===== src/rtl/cpu_pkg.sv =====
// Shared definitions for the instruction-issue controller and the ALU it drives.
// Holds opcodes, FSM state encoding, instruction field positions and operand-select helper.
// Pure declarations: no logic, no latency, no flow control.
package cpu_pkg;

  localparam int CPU_DATA_W = 4;
  localparam int CPU_NREG   = 4;
  localparam int REG_AW     = 2;
  localparam int INSTR_W    = 12;

  // Instruction field positions
  localparam int OPC_HI = 11;
  localparam int OPC_LO = 8;
  localparam int RD_HI  = 7;
  localparam int RD_LO  = 6;
  localparam int RS_HI  = 5;
  localparam int RS_LO  = 4;
  localparam int IMM_HI = 3;
  localparam int IMM_LO = 0;
  localparam int RT_HI  = 1;
  localparam int RT_LO  = 0;

  // Opcodes, shared with the ALU
  localparam logic [3:0] OP_NOP   = 4'h0;
  localparam logic [3:0] OP_WRITE = 4'h1;
  localparam logic [3:0] OP_READ  = 4'h2;
  localparam logic [3:0] OP_COPY  = 4'h3;
  localparam logic [3:0] OP_NOT   = 4'h4;
  localparam logic [3:0] OP_AND   = 4'h5;
  localparam logic [3:0] OP_OR    = 4'h6;
  localparam logic [3:0] OP_XOR   = 4'h7;
  localparam logic [3:0] OP_NAND  = 4'h8;
  localparam logic [3:0] OP_NOR   = 4'h9;
  localparam logic [3:0] OP_ADD   = 4'hA;
  localparam logic [3:0] OP_SUB   = 4'hB;
  localparam logic [3:0] OP_ADDI  = 4'hC;
  localparam logic [3:0] OP_SUBI  = 4'hD;
  localparam logic [3:0] OP_SLL   = 4'hE;
  localparam logic [3:0] OP_SRL   = 4'hF;

  typedef enum logic [1:0] {
    IDLE  = 2'd0,
    ISSUE = 2'd1,
    WB    = 2'd2
  } state_t;

  // Second ALU operand comes from the immediate unless the opcode is a
  // register-register operation (AND..SUB). Ops that ignore in2 also get imm.
  function automatic logic op_uses_imm(input logic [3:0] op);
    return !((op >= OP_AND) && (op <= OP_SUB));
  endfunction

endpackage


===== src/rtl/seq_regfile.sv =====
// Small register file: two asynchronous read ports, one synchronous write port.
// Read latency 0 (combinational), write visible the cycle after the write edge.
// No backpressure: a write is accepted every cycle we is high.
module seq_regfile
  import cpu_pkg::*;
#(
  parameter int DATA_W = CPU_DATA_W,
  parameter int NREG   = CPU_NREG,
  parameter int AW     = REG_AW
) (
  input  logic              clk,
  input  logic              rst_n,
  input  logic              we,
  input  logic [AW-1:0]     waddr,
  input  logic [DATA_W-1:0] wdata,
  input  logic [AW-1:0]     raddr_a,
  output logic [DATA_W-1:0] rdata_a,
  input  logic [AW-1:0]     raddr_b,
  output logic [DATA_W-1:0] rdata_b
);

  logic [DATA_W-1:0] mem_q [NREG];
  logic [DATA_W-1:0] mem_d [NREG];

  // Next contents: hold, except the addressed entry on a write
  always_comb begin
    for (int i = 0; i < NREG; i++) begin
      mem_d[i] = mem_q[i];
    end
    if (we) begin
      mem_d[waddr] = wdata;
    end
  end

  // Storage, cleared to zero on reset
  always_ff @(posedge clk or negedge rst_n) begin
    if (!rst_n) begin
      for (int i = 0; i < NREG; i++) begin
        mem_q[i] <= '0;
      end
    end else begin
      for (int i = 0; i < NREG; i++) begin
        mem_q[i] <= mem_d[i];
      end
    end
  end

  assign rdata_a = mem_q[raddr_a];
  assign rdata_b = mem_q[raddr_b];

endmodule


===== src/rtl/alu_seq_ctrl.sv =====
// Instruction-issue controller: latches an instruction, drives the ALU for one cycle, writes back.
// Latency: handshake edge -> ISSUE (1) -> WB with done (2) -> ready again (3); io/flags visible after WB.
// Backpressure: instr_ready is high only in IDLE, so at most one instruction per 3 cycles.
module alu_seq_ctrl
  import cpu_pkg::*;
#(
  parameter int DATA_W = CPU_DATA_W,
  parameter int NREG   = CPU_NREG
) (
  input  logic               clk,
  input  logic               rst_n,
  input  logic [INSTR_W-1:0] instr,
  input  logic               instr_valid,
  output logic               instr_ready,
  output logic [3:0]         alu_op,
  output logic [DATA_W-1:0]  alu_in1,
  output logic [DATA_W-1:0]  alu_in2,
  input  logic [DATA_W-1:0]  alu_result,
  input  logic               alu_ovf,
  input  logic               alu_udf,
  output logic [DATA_W-1:0]  io_out,
  output logic               io_valid,
  output logic               done,
  output logic               ovf_flag,
  output logic               udf_flag
);

  state_t              state_q, state_d;
  logic [INSTR_W-1:0]  instr_q, instr_d;
  logic [DATA_W-1:0]   io_out_q, io_out_d;
  logic                io_valid_q, io_valid_d;
  logic                ovf_q, ovf_d;
  logic                udf_q, udf_d;

  logic [3:0]          opc;
  logic [REG_AW-1:0]   rd, rs, rt;
  logic [DATA_W-1:0]   imm;
  logic [DATA_W-1:0]   rs_dat, rt_dat;
  logic                rf_we;

  assign opc = instr_q[OPC_HI:OPC_LO];
  assign rd  = instr_q[RD_HI:RD_LO];
  assign rs  = instr_q[RS_HI:RS_LO];
  assign rt  = instr_q[RT_HI:RT_LO];
  assign imm = instr_q[IMM_HI:IMM_LO];

  seq_regfile #(
    .DATA_W (DATA_W),
    .NREG   (NREG),
    .AW     (REG_AW)
  ) u_regfile (
    .clk     (clk),
    .rst_n   (rst_n),
    .we      (rf_we),
    .waddr   (rd),
    .wdata   (alu_result),
    .raddr_a (rs),
    .rdata_a (rs_dat),
    .raddr_b (rt),
    .rdata_b (rt_dat)
  );

  // FSM state register
  always_ff @(posedge clk or negedge rst_n) begin
    if (!rst_n) begin
      state_q <= IDLE;
    end else begin
      state_q <= state_d;
    end
  end

  // FSM next state: fixed three-step sequence once an instruction is taken
  always_comb begin
    state_d = state_q;
    case (state_q)
      IDLE:    if (instr_valid) state_d = ISSUE;
      ISSUE:   state_d = WB;
      WB:      state_d = IDLE;
      default: state_d = IDLE;
    endcase
  end

  // FSM outputs: ALU command only in ISSUE, NOP otherwise so the ALU holds its result
  always_comb begin
    instr_ready = 1'b0;
    done        = 1'b0;
    rf_we       = 1'b0;
    alu_op      = OP_NOP;
    alu_in1     = '0;
    alu_in2     = '0;
    case (state_q)
      IDLE: instr_ready = 1'b1;
      ISSUE: begin
        alu_op  = opc;
        alu_in1 = rs_dat;
        alu_in2 = op_uses_imm(opc) ? imm : rt_dat;
      end
      WB: begin
        done  = 1'b1;
        rf_we = (opc != OP_NOP) && (opc != OP_READ);
      end
      default: ;
    endcase
  end

  // Datapath next values: instruction capture at handshake, IO and flag update in WB
  always_comb begin
    instr_d    = instr_q;
    io_out_d   = io_out_q;
    io_valid_d = 1'b0;
    ovf_d      = ovf_q;
    udf_d      = udf_q;
    if ((state_q == IDLE) && instr_valid) begin
      instr_d = instr;
    end
    if (state_q == WB) begin
      if (opc == OP_NOP) begin
        // The ALU holds stale flags across a NOP, so clear them here
        ovf_d = 1'b0;
        udf_d = 1'b0;
      end else begin
        ovf_d = alu_ovf;
        udf_d = alu_udf;
      end
      if (opc == OP_READ) begin
        io_out_d   = alu_result;
        io_valid_d = 1'b1;
      end
    end
  end

  // Datapath registers
  always_ff @(posedge clk or negedge rst_n) begin
    if (!rst_n) begin
      instr_q    <= '0;
      io_out_q   <= '0;
      io_valid_q <= 1'b0;
      ovf_q      <= 1'b0;
      udf_q      <= 1'b0;
    end else begin
      instr_q    <= instr_d;
      io_out_q   <= io_out_d;
      io_valid_q <= io_valid_d;
      ovf_q      <= ovf_d;
      udf_q      <= udf_d;
    end
  end

  assign io_out   = io_out_q;
  assign io_valid = io_valid_q;
  assign ovf_flag = ovf_q;
  assign udf_flag = udf_q;

endmodule


===== config.mk =====
export PLATFORM = sky130hd
export DESIGN_NAME = alu_seq_ctrl
export DESIGN_NICKNAME = d
export VERILOG_FILES = /design/src/rtl/cpu_pkg.sv /design/src/rtl/seq_regfile.sv /design/src/rtl/alu_seq_ctrl.sv
export SDC_FILE = /design/constraint.sdc
export NUM_CORES = 1
export LEC_CHECK = 0
export CAP_MARGIN = 40
export CORE_MARGIN = 2
export CORE_UTILIZATION = 45
export DETAILED_ROUTE_END_ITERATION = 8
export GPL_TIMING_DRIVEN = 0
export PLACE_DENSITY = 0.76
export SLEW_MARGIN = 20
export SYNTH_ARGS = -nofsm -noshare
export SYNTH_HDL_FRONTEND = slang
export SYNTH_HIERARCHICAL = 1
export SYNTH_SLANG_ARGS = --single-unit

===== constraint.sdc =====
create_clock -name clk -period 1.6 [get_ports clk]
set_input_delay 0.32 -clock clk [delete_from_list [all_inputs] [get_ports clk]]
set_output_delay 0.32 -clock clk [all_outputs]
set_load 0.1 [all_outputs]

==> impl_results.md <==
* CP peak stage delay at 0.42 ns
* Synth top area cells: dfrtp_1, mux2_4, mux2_2
* IO Pins at between 40 and 50
* Max Root-Sink Buffers at 2
* Max Slew Vio Count at 0
* Post-synth top area share at between 50% and 60%
* Final Setup Violations at 32
* Cell taking the most area after synthesis: dfrtp_1
* Total GRT Usage at between 20% and 30%
* Fillers at 210
* Final Hold Fails at 0
* Die area at 0.004597 mm2
* RSZ-0062 raised after global routing: yes
* Port buffer count at 41
* Final #Nets at roughly 220
* CP Capture Type: output pin
* Syn_nets at 144
* Skew-Pair Late Insertion Delay at a little under 0.3 ns
* Met1 Usage GRT at 29.61%
* Global route hottest layer: met2
* Sequential element share of the synthesized area at 50.55%
* Crit path required time at 1.28 ns
* Crit-path max FO at 3
* Total number of vias at 1346
* Vias in the first global route at 1458
* DRT Pass-1 Iters at 4
* LEAKAGE at 1.373 nW
* Rows at 23
* Synth Area in Adders at 0%
* Arr. time, crit path at 1.77 ns
* Synthesized flop and latch total at 37
* CTS tree: yes
* Fin worst setup slack at -0.4895 ns
* Post-synthesis mux area share at between 30% and 40%
* H-tree Lvls at 2
* HPWL Detailed at 3181 um
* Slew headroom at 67.33%
* Worst path most repeated cell: buf_6
* Final antenna-violating net count at 0
* Simple logic cell fraction of the synthesized area at 10.04%
* Root Buffer: clkbuf_8
* Netlist cell types at 26
* Largest family of logic cells by synthesized area: multiplexers
* Status: complete, but fails checks
* Iteration-0 DRC Markers at 75
* ANT cells at 0
* Largest delay share family, worst path: buffers and inverters
* Total clock sinks at 37
* CTS clock-pin slew for the worst setup and hold paths at 0.07 ns
* Vias/cell at 5.299
* Placer congestion estimate at 0.7059
* Synth Cell Area at 0.001832 mm2
* Failing checks: negative setup slack
* Cells after synthesis at 123
* Total CTS buffers at 5
* Core Region at slightly below 0.004 mm2
* Worst hold path type: flip-flop to flip-flop
* Fmax at roughly 0.48 GHz
* GR Util met3 at between 4 and 5%
* VDD IR max at 0.001037 V
* Hold slack final at 0.5155 ns
* DRT Wirelength at 4999 um
* P&R area growth vs syn at 71.04%
* Grt ovf at 0
* Synth warn at 6
* GRT met2 Usage at between 40% and 50%
* Worst-margin pin slew at 0.4901 ns
* XOR/XNOR Fraction of Synth Area at 0%
* Share of cells above drive strength 1 at 64.22%
* Drc violations at 0
* Most frequent cells in the layout: dfrtp_1, buf_12, mux2_4, clkdlybuf4s50_1, buf_6
* Startpoint Class: flip-flop
* Max_cap viols at 0
* Dpl ws at -0.7953 ns
* Tmin final at 2.089 ns
* Initial Utilization at a little under half
* Setup CP Type: flip-flop to output pin
* Initial antenna violation count at 0
* Syn_area_per_cell at 14.89 um2
* Most common cell after layout, fill and taps aside: dfrtp_1
* Slowest cell on the critical path: dfrtp_2
* Crit path buf inv count at 4
* Clock Skew at approximately 0.0025 ns
* Die Wd at 67.80 um
* Cell-by-cell trace of the critical path: buf_6, buf_6, buf_6, mux4_2, and2_4, buf_12
* Largest net degree at the start of global routing at 20
* Final worst path period share at 130.6%
* Routed len/inst at 19.68 um
* Die Height at around 68 um
* Synth Area in Compound Gates at 1.093%
* PwrDens at 1793 mW/mm2
* First-pass GRT wire length at about 7600 um
==> cells by family (layout without fill, tap and decap cells) <==
family	Yosys count	after routing
AOI/OAI and AO/OA	3	3
buffers and inverters	6	87
DFF	37	37
muxes	45	45
and+or+nand+nor	32	32
==> metrics by stage <==
stage	total power, mW	setup TNS (ns)	instances	utilization [%]	instance area [um2]
after global routing	5.839	-7.015	254	78.89	3133
after floorplan	3.432	-4.018	123	-	1939
after global placement	3.879	-37.49	214	60.74	2412
after detailed placement	4.372	-9.888	236	69.25	2750
after CTS	5.461	-3.864	245	75.52	2999
final	5.618	-5.543	254	78.89	3133
==> where the power goes <==
part / internal [mW] / switching [mW]
clock network: 0.508 / 0.330
logic: 1.60 / 1.56
registers: 1.29 / 0.332
total: 3.40 / 2.22
==> area by class of cell <==
class	count	area, um2	area share [%]
Multi-Input combinational cell	80	1011	32.27
Clock inverter	1	30.03	0.9585
Timing Repair Buffer	73	934.6	29.83
Inverter	1	8.758	0.2796
Buffer	5	68.82	2.196
Sequential cell	37	930.9	29.71
Tap cell	50	62.56	1.997
Clock buffer	7	86.33	2.756
==> path summary, 6_finish.rpt <==
kind	from	to	slack, ns	depth (start not counted)
setup / recovery	instr_q[4]$_DFFE_PN0P_	alu_in1[2]	-0.49	6
hold / removal	io_out[1]$_DFFE_PN0P_	io_out[1]$_DFFE_PN0P_	0.52	1
setup reg to reg	instr_q[11]$_DFFE_PN0P_	u_regfile/mem_q[6]$_DFFE_PN0P_	-0.12	6
hold reg to reg	io_out[1]$_DFFE_PN0P_	io_out[1]$_DFFE_PN0P_	0.52	1
max in group asynchronous	rst_n	instr_q[4]$_DFFE_PN0P_	0.59	3
min in group asynchronous	rst_n	instr_q[8]$_DFFE_PN0P_	0.54	2
==> sequential cells by signal, summed over array words and instances, names as in the netlist <==
register	cells
ovf_flag	1
io_valid	1
io_out	4
instr_q	12
u_regfile/mem_q	16
state_q	2
udf_flag	1
==> per-layer routing <==
layer  vias to the layer above  part of all wire (%)
li1                        605                     -
met3                        13                   3.5
met5                         -                     0
met4                         0                   2.8
met1                       689                    42
met2                        39                    52
==> what timing repair did <==
action,CTS,global route
setup buffers,14,11
pin swaps,5,5
cloned,2,0
gates resized for setup,53,16
endpoints found under the hold margin,18,0
endpoints found under the setup margin,37,26
hold buffers,1,0
==> cells in the mapped netlist <==
cell type	count
and2_4	1
nor3b_4	1
nor4_1	1
buf_8	1
nand3_1	1
dfrtp_1	37
mux2_2	16
nor3_1	1
and3_1	1
mux2_1	3
buf_6	2
inv_2	1
nand2b_2	1
nor2_1	2
mux2i_2	1
and2b_1	1
buf_2	2
nand2_1	12
o21ba_2	1
mux4_1	2
o21ai_0	2
mux2_4	13
mux2i_1	4
mux4_2	6
and2_1	8
nand3b_1	2
No activity file was read; power rests on OpenSTA's default activity.
